==> config.mk <==
export PLATFORM = sky130hd
export DESIGN_NAME = frame_assembler_flat
export DESIGN_NICKNAME = d
export VERILOG_FILES = /design/src/rtl/pkt_pkg.sv /design/src/rtl/frame_assembler_if.sv /design/src/rtl/frame_assembler_sat_counter.sv /design/src/rtl/frame_assembler.sv /design/src/flat_wrapper.sv
export SDC_FILE = /design/constraint.sdc
export NUM_CORES = 1
export LEC_CHECK = 0
export BUFFER_PORTS_ARGS = -buffer_cell sky130_fd_sc_hd__buf_2
export CORE_ASPECT_RATIO = 0.9
export CORE_MARGIN = 2
export CORE_UTILIZATION = 54
export CTS_CLUSTER_SIZE = 12
export DETAILED_ROUTE_END_ITERATION = 6
export GPL_ROUTABILITY_DRIVEN = 0
export PLACE_DENSITY = 0.83
export SYNTH_ARGS = -nofsm -noshare
export SYNTH_HDL_FRONTEND = slang
export SYNTH_SLANG_ARGS = --single-unit
==> constraint.sdc <==
create_clock -name clk -period 15.06 [get_ports clk]
set_input_delay 1.506 -clock clk [delete_from_list [all_inputs] [get_ports clk]]
set_output_delay 1.506 -clock clk [all_outputs]
set_load 0.05 [all_outputs]
==> src/rtl/pkt_pkg.sv <==
// Shared definitions for the frame assembler and the CRC engine it feeds.
// Holds the FSM state encoding, the default delimiter, the payload length
// (tied to the 320-bit CRC engine input) and the CRC wait budget.
package pkt_pkg;

   localparam logic [7:0] SOF_BYTE_DEF      = 8'hD5;
   localparam int         PAYLOAD_BYTES_DEF = 40;
   localparam int         DATA_W            = PAYLOAD_BYTES_DEF * 8;
   localparam int         CRC_TIMEOUT_DEF   = 63;
   localparam int         CNT_W             = 16;

   typedef enum logic [2:0] {
      ST_HUNT,
      ST_PAYLOAD,
      ST_FCS,
      ST_START,
      ST_WAIT,
      ST_REPORT
   } state_t;

   // States in which the assembler takes bytes from the stream.
   function automatic logic accepts_bytes(input state_t s);
      return (s == ST_HUNT) || (s == ST_PAYLOAD) || (s == ST_FCS);
   endfunction

endpackage

==> src/rtl/frame_assembler_if.sv <==
// Byte stream and CRC engine connection for the frame assembler.
//   byte_in/byte_valid/byte_ready : incoming stream, transfer on valid&ready
//   data_raw/crc_valid            : payload and start pulse to the CRC engine
//   crc_in/crc_done               : CRC result and completion pulse
// slave  = assembler side, master = stream source plus CRC engine side.
interface frame_assembler_if;
   import pkt_pkg::*;

   logic [7:0]        byte_in;
   logic              byte_valid;
   logic              byte_ready;
   logic [DATA_W-1:0] data_raw;
   logic              crc_valid;
   logic [31:0]       crc_in;
   logic              crc_done;

   modport slave (
      input  byte_in, byte_valid, crc_in, crc_done,
      output byte_ready, data_raw, crc_valid
   );

   modport master (
      output byte_in, byte_valid, crc_in, crc_done,
      input  byte_ready, data_raw, crc_valid
   );

endinterface

==> src/rtl/frame_assembler_sat_counter.sv <==
// Saturating event counter: counts inc pulses, sticks at all-ones.
//   clk, rst : clock, async active-high reset
//   inc      : count this cycle
//   count    : current value
module sat_counter #(
   parameter int WIDTH = 16
) (
   input  logic             clk,
   input  logic             rst,
   input  logic             inc,
   output logic [WIDTH-1:0] count
);

   always_ff @(posedge clk or posedge rst) begin
      if (rst) begin
         count <= '0;
      end else if (inc && (count != '1)) begin
         count <= count + WIDTH'(1);
      end
   end

endmodule

==> src/rtl/frame_assembler.sv <==
// Frame assembler: hunts for the SOF delimiter, gathers the payload into
// data_raw, collects the 4-byte FCS (LSB byte first), kicks the CRC engine
// and reports whether the engine's CRC matches the received FCS.
//   clk, rst              : clock, async active-high reset
//   bus (slave)           : byte stream in, CRC engine request/response
//   frame_ok / frame_err  : one-cycle verdict pulses
//   timeout               : with frame_err when the engine never answered
//   ok_cnt/err_cnt/drop_cnt : saturating good/bad frame and dropped-byte counts
//
// state   | meaning
// HUNT    | waiting for SOF, other bytes dropped and counted
// PAYLOAD | storing payload bytes into data_raw
// FCS     | collecting the 4 FCS bytes
// START   | one-cycle crc_valid pulse to the engine
// WAIT    | waiting for crc_done, bounded by the timeout timer
// REPORT  | verdict pulse cycle, then back to HUNT
module frame_assembler
   import pkt_pkg::*;
#(
   parameter logic [7:0] SOF_BYTE      = SOF_BYTE_DEF,
   parameter int         PAYLOAD_BYTES = PAYLOAD_BYTES_DEF,
   parameter int         CRC_TIMEOUT   = CRC_TIMEOUT_DEF
) (
   input  logic             clk,
   input  logic             rst,
   frame_assembler_if.slave bus,
   output logic             frame_ok,
   output logic             frame_err,
   output logic             timeout,
   output logic [CNT_W-1:0] ok_cnt,
   output logic [CNT_W-1:0] err_cnt,
   output logic [CNT_W-1:0] drop_cnt
);

   localparam int IDX_W   = $clog2(PAYLOAD_BYTES);
   localparam int SLOT_W  = $clog2(DATA_W);
   localparam int TIMER_W = $clog2(CRC_TIMEOUT + 1);

   state_t             state, state_next;
   logic [IDX_W-1:0]   byte_idx;
   logic [31:0]        fcs;
   logic [TIMER_W-1:0] timer;
   logic [DATA_W-1:0]  data_raw;
   logic               byte_ready;
   logic               crc_valid;

   logic               accept, is_sof, last_payload, last_fcs;
   logic               crc_match, wait_tc, drop_inc;
   logic [SLOT_W-1:0]  slot_lo;
   logic               byte_ready_next, crc_valid_next;
   logic               frame_ok_next, frame_err_next, timeout_next;

   assign accept       = bus.byte_valid && byte_ready;
   assign is_sof       = (bus.byte_in == SOF_BYTE);
   assign last_payload = (byte_idx == IDX_W'(PAYLOAD_BYTES - 1));
   assign last_fcs     = (byte_idx == IDX_W'(3));
   assign crc_match    = (fcs == bus.crc_in);
   // Timer holds the cycles left before the report cycle; at 1 the next
   // cycle is the timeout report.
   assign wait_tc      = (timer == TIMER_W'(1));
   assign drop_inc     = (state == ST_HUNT) && accept && !is_sof;
   // Payload byte k lands at bit (PAYLOAD_BYTES-1-k)*8, so byte 0 is on top.
   assign slot_lo      = SLOT_W'((PAYLOAD_BYTES - 1 - int'(byte_idx)) * 8);

   assign bus.byte_ready = byte_ready;
   assign bus.data_raw   = data_raw;
   assign bus.crc_valid  = crc_valid;

   always_ff @(posedge clk or posedge rst) begin
      if (rst) state <= ST_HUNT;
      else     state <= state_next;
   end

   always_comb begin
      state_next     = state;
      frame_ok_next  = 1'b0;
      frame_err_next = 1'b0;
      timeout_next   = 1'b0;
      case (state)
         ST_HUNT:    if (accept && is_sof) state_next = ST_PAYLOAD;
         ST_PAYLOAD: if (accept && last_payload) state_next = ST_FCS;
         ST_FCS:     if (accept && last_fcs) state_next = ST_START;
         ST_START:   state_next = ST_WAIT;
         ST_WAIT: begin
            // A completion on the last allowed cycle still wins over timeout.
            if (bus.crc_done) begin
               state_next     = ST_REPORT;
               frame_ok_next  = crc_match;
               frame_err_next = !crc_match;
            end else if (wait_tc) begin
               state_next     = ST_REPORT;
               frame_err_next = 1'b1;
               timeout_next   = 1'b1;
            end
         end
         ST_REPORT:  state_next = ST_HUNT;
         default:    state_next = ST_HUNT;
      endcase
      // Registered from the next state so the outputs track the state itself.
      byte_ready_next = accepts_bytes(state_next);
      crc_valid_next  = (state_next == ST_START);
   end

   always_ff @(posedge clk or posedge rst) begin
      if (rst) begin
         byte_ready <= 1'b0;
         crc_valid  <= 1'b0;
         frame_ok   <= 1'b0;
         frame_err  <= 1'b0;
         timeout    <= 1'b0;
      end else begin
         byte_ready <= byte_ready_next;
         crc_valid  <= crc_valid_next;
         frame_ok   <= frame_ok_next;
         frame_err  <= frame_err_next;
         timeout    <= timeout_next;
      end
   end

   always_ff @(posedge clk or posedge rst) begin
      if (rst) begin
         byte_idx <= '0;
         fcs      <= '0;
         data_raw <= '0;
         timer    <= '0;
      end else begin
         case (state)
            ST_HUNT: begin
               if (accept && is_sof) byte_idx <= '0;
            end
            ST_PAYLOAD: begin
               if (accept) begin
                  data_raw[slot_lo +: 8] <= bus.byte_in;
                  byte_idx <= last_payload ? '0 : byte_idx + IDX_W'(1);
               end
            end
            ST_FCS: begin
               if (accept) begin
                  fcs[{byte_idx[1:0], 3'b000} +: 8] <= bus.byte_in;
                  byte_idx <= last_fcs ? '0 : byte_idx + IDX_W'(1);
               end
            end
            ST_START: timer <= TIMER_W'(CRC_TIMEOUT - 1);
            ST_WAIT:  timer <= timer - TIMER_W'(1);
            default: ;
         endcase
      end
   end

   sat_counter #(.WIDTH(CNT_W)) u_ok_cnt (
      .clk   (clk),
      .rst   (rst),
      .inc   (frame_ok),
      .count (ok_cnt)
   );

   sat_counter #(.WIDTH(CNT_W)) u_err_cnt (
      .clk   (clk),
      .rst   (rst),
      .inc   (frame_err),
      .count (err_cnt)
   );

   sat_counter #(.WIDTH(CNT_W)) u_drop_cnt (
      .clk   (clk),
      .rst   (rst),
      .inc   (drop_inc),
      .count (drop_cnt)
   );

endmodule
==> src/flat_wrapper.sv <==
// flat-port wrapper written by rule: the top's interface ports become plain ports
module frame_assembler_flat import pkt_pkg::*;
#(
   parameter logic [7:0] SOF_BYTE      = SOF_BYTE_DEF,
   parameter int         PAYLOAD_BYTES = PAYLOAD_BYTES_DEF,
   parameter int         CRC_TIMEOUT   = CRC_TIMEOUT_DEF
)
  (clk, rst, frame_ok, frame_err, timeout, ok_cnt, err_cnt, drop_cnt, bus_byte_in, bus_byte_valid, bus_crc_in, bus_crc_done, bus_byte_ready, bus_data_raw, bus_crc_valid);
  frame_assembler_if bus_i ();
  input  logic clk;
  input  logic rst;
  output logic frame_ok;
  output logic frame_err;
  output logic timeout;
  output logic [CNT_W-1:0] ok_cnt;
  output logic [CNT_W-1:0] err_cnt;
  output logic [CNT_W-1:0] drop_cnt;
  input wire logic [$bits(bus_i.byte_in)-1:0] bus_byte_in;
  input wire logic [$bits(bus_i.byte_valid)-1:0] bus_byte_valid;
  input wire logic [$bits(bus_i.crc_in)-1:0] bus_crc_in;
  input wire logic [$bits(bus_i.crc_done)-1:0] bus_crc_done;
  output wire logic [$bits(bus_i.byte_ready)-1:0] bus_byte_ready;
  output wire logic [$bits(bus_i.data_raw)-1:0] bus_data_raw;
  output wire logic [$bits(bus_i.crc_valid)-1:0] bus_crc_valid;
  assign bus_i.byte_in = bus_byte_in;
  assign bus_i.byte_valid = bus_byte_valid;
  assign bus_i.crc_in = bus_crc_in;
  assign bus_i.crc_done = bus_crc_done;
  assign bus_byte_ready = bus_i.byte_ready;
  assign bus_data_raw = bus_i.data_raw;
  assign bus_crc_valid = bus_i.crc_valid;
  frame_assembler #(.SOF_BYTE(SOF_BYTE), .PAYLOAD_BYTES(PAYLOAD_BYTES), .CRC_TIMEOUT(CRC_TIMEOUT)) u_core (.clk(clk), .rst(rst), .bus(bus_i), .frame_ok(frame_ok), .frame_err(frame_err), .timeout(timeout), .ok_cnt(ok_cnt), .err_cnt(err_cnt), .drop_cnt(drop_cnt));
endmodule
==> results.md <==
- GRT Util Overall: 29.5%
- Final core occ: 66.1%
- First-iteration detailed-routing DRC count: 952
- Ports: 417
- Worst Hold Path EP: u_core.bus.data_raw[250]
- Initial Util: 54.4%
- Gates resized, CTS repair: 0
- Via/cell ratio: 5.71
- Die H: 176 µm
- Post-DP HPWL: 35700 µm
- Mapped Cells: 1428
- Final Skew: 0.0128 ns
- R2R depth: 7
- Slew HR: 17.8%
- Pin count of the biggest net entering global routing: 104
- Skew-Pair Late Insertion Delay: 0.53 ns
- Hold path startpoint: u_core.bus.data_raw[250]
- Critical-path maximum fanout: 32
- TritonCTS clock tree: done
- FF-to-FF setup slack: 11.08 ns
- Flop pwr share: 40.7%
- RR Startpoint: u_core.byte_idx[0]
- First-pass GRT wire length: 78000 µm
- Cts hold-fix bufs: 0
- YS warnings: 0
- Crit path cell chain: buf_4 -> clkinv_1 -> ha_1 -> nor2_1 -> nand2_1 -> nor3_2 -> mux2_2
- Final hold violation count: 0
- WP data arrival: 4.39 ns
- Synth Cell Area: 17800 µm²
- Post-CTS setup buffers: 0
- DRC viols: 0
- Internal power: 2030 µW
- Switching power of the nets: 1170 µW
- Initial antenna violation count: 7
- CP Capture Type: flop
- Layout cell share with drive strength beyond 1: 42.0%
- Net Sw Frac: 36.6%
- Die ar.: 34400 µm²
- Hold Path Stages: 1
- Core ar.: 32700 µm²
- Design area: 21600 µm²
- Vias in the first global route: 13300
- Worst stage delay on the critical path: 0.74 ns
- Power density cells: 148 nW/µm²
- Async set-or-reset flop fraction in the synthesized netlist: 100%
- Final setup viols: 0
- Aggregate negative setup slack: 0 ns
- Actual slew at the worst max-slew pin: 1.23 ns
- Worst VDD drop: 0.109 mV
- DR pass1 iterations: 5
- Clk sinks: 420
- Mean Syn Cell Area: 12.5 µm²
- Total CTS buffers: 43
- Ys flop type: dfrtp_1
- Leak: 0.0115 µW
- Max cap viols: 0
- WL/cell: 22.2 µm
- # fillers: 2445
- CP startpoint kind: flop
- Area growth, synth to finish: 21.5%
- PortBufs: 416
- Logic pwr share: 27.4%
- Clock share of power: 31.9%
- Final min period: 3.98 ns
- Remaining global-route overflow: 0
- Sequential element share of the synthesized area: 59.0%
- Synth Register Bits: 420
- HP Class: reg2reg
- Placed Area: 20300 µm²
- Root buffer cell: clkbuf_16
- R2R Path End: u_core.bus.data_raw[292]
- RSZ-0062 raised after global routing: false
- WHS: 0.472 ns
- Worst path slowest cell: nor2_1
- Run status: completed
- Critical path class: reg2reg
- Via count: 13100
- Post-Syn Nets: 1486
- WL final: 50800 µm
- Clk pin slew, worst setup/hold paths: 0.06 ns
- Die extent in x: 195 µm
- Final net count: 1900
- Highest Clock Rate: 251 MHz
- Period utilization: 26.4%
- Std-Cell Rows: 63
- Synth unique cells: 55
- Max-slew violations: 0
- CP Data Required Time: 15.47 ns
- Clock buffer depth: 3
- Post-synth EDFFs: 0
- CTS HTree Levels: 2
- Final ANT Viol Nets: 0
==> per-layer routing <==
metal,track usage [%],wire length (µm),up-vias
met5,0,0,-
met4,9.67,1510,0
met3,7.22,4060,112
met2,47.8,23900,545
met1,39.4,21400,6588
li1,-,-,5832
==> power groups by stage <==
stage	Combinational [µW]	Sequential (µW)	Clock, µW
2_1_floorplan	325	1620	0
3_3_place_gp	859	1310	0
4_1_cts	878	1300	1040
3_5_place_dp	874	1320	0
6_report	880	1300	1020
5_1_grt	932	1310	1080
==> sequential cells by signal, summed over array words and instances (netlist names) <==
| name | flops |
|---|---|
| u_core.u_err_cnt.count | 16 |
| u_core.bus.byte_ready | 1 |
| u_core.u_drop_cnt.count | 16 |
| u_core.byte_idx | 6 |
| u_core.bus.data_raw | 320 |
| u_core.timeout | 1 |
| u_core.u_ok_cnt.count | 16 |
| u_core.frame_ok | 1 |
| u_core.state | 3 |
| u_core.frame_err | 1 |
| u_core.bus.crc_valid | 1 |
| u_core.timer | 6 |
| u_core.fcs | 32 |
==> logic make-up (layout without fill, tap and decap cells) <==
kind of cell	Yosys count	count (layout)	synth area share [%]
muxes	259	259	16.4
buffers and inverters	68	500	1.48
xor gates and xnor gates	85	85	4.33
AOI/OAI and AO/OA	143	143	5.10
adders and majority gates	14	14	0.984
and+or+nand+nor	439	439	12.7
other	0	10	0
DFF	420	420	59.0
==> cell usage after synthesis, types with 4 or more instances <==
| cell type | count | area share [%] |
|---|---|---|
| inv_1 | 7 | 0.15 |
| nor4_4 | 7 | 0.84 |
| nor2b_1 | 16 | 0.56 |
| nand3_1 | 27 | 0.76 |
| or2_2 | 5 | 0.18 |
| clkbuf_1 | 48 | 1.0 |
| a21o_1 | 19 | 0.80 |
| buf_1 | 5 | 0.11 |
| nor3_1 | 32 | 0.90 |
| nor3_2 | 10 | 0.56 |
| and2_1 | 5 | 0.18 |
| mux2_2 | 259 | 16 |
| o31ai_1 | 24 | 1.0 |
| and4_1 | 6 | 0.30 |
| nor2_1 | 73 | 1.5 |
| o211ai_1 | 9 | 0.38 |
| xnor2_1 | 65 | 3.2 |
| a21oi_1 | 10 | 0.28 |
| dfrtp_1 | 420 | 59 |
| a31oi_1 | 4 | 0.14 |
| buf_2 | 7 | 0.20 |
| nand2b_1 | 8 | 0.28 |
| ha_1 | 14 | 0.98 |
| o21ai_0 | 63 | 1.8 |
| nand2_1 | 177 | 3.7 |
| nor4_1 | 6 | 0.21 |
| nand4_1 | 28 | 0.98 |
| and3_1 | 16 | 0.56 |
| xor2_1 | 18 | 0.89 |
==> worst max-delay path, delay by kind of cell, from the launching register on <==
kind	cells	cell delay, ns
AND/OR/NAND/NOR	3	1.89
buffers and inverters	2	0.67
adder cells (fa/ha/maj)	1	0.56
multiplexers	1	0.40
flip-flops	1	0.32
==> layout make-up <==
cell class	instances	area (µm²)	area share [%]
Multi-Input combinational cell	940	7040	32.5
Sequential cell	420	10500	48.6
Clock inverter	6	105	0.486
Clock buffer	57	1200	5.56
Timing Repair Buffer	429	2180	10.1
Antenna cell	10	25.0	0.116
Inverter	8	37.5	0.174
Tap cell	422	528	2.44
==> worst max path at each step <==
stage                  startpoint                       end
2_1_floorplan                 rst     u_core.bus.byte_ready
3_3_place_gp       bus_byte_valid   u_core.bus.data_raw[46]
3_5_place_dp       bus_byte_valid   u_core.bus.data_raw[42]
4_1_cts        u_core.byte_idx[0]  u_core.bus.data_raw[293]
5_1_grt        u_core.byte_idx[0]  u_core.bus.data_raw[166]
6_report       u_core.byte_idx[0]  u_core.bus.data_raw[292]
==> cell usage in the layout, fill, tap and decap left out, drive strengths merged, types with 5 or more instances in the layout <==
cell      n
and3     16
o211ai    9
nor3     42
clkbuf   57
o21ai    63
a21oi    10
nor2b    16
a21o     19
and4      6
nand4    28
o31ai    24
inv       7
and2      5
nor2     76
mux2    259
nor4     16
buf     429
xnor2    66
nand2   178
xor2     19
diode    10
dfrtp   420
nand3    27
nand2b    8
or2       6
ha       14
==> stage by stage <==
stage / setup slack (ns) / std cells / total power (µW)
final: 11.08 / 2292 / 3210
after global routing: 10.91 / 2288 / 3330
after CTS: 11.11 / 2282 / 3220
after detailed placement: 10.73 / 2219 / 2190
after global placement: 10.90 / 2219 / 2170
after floorplan: 1.86 / 1428 / 1950
No activity file was read; power rests on OpenSTA's default activity.
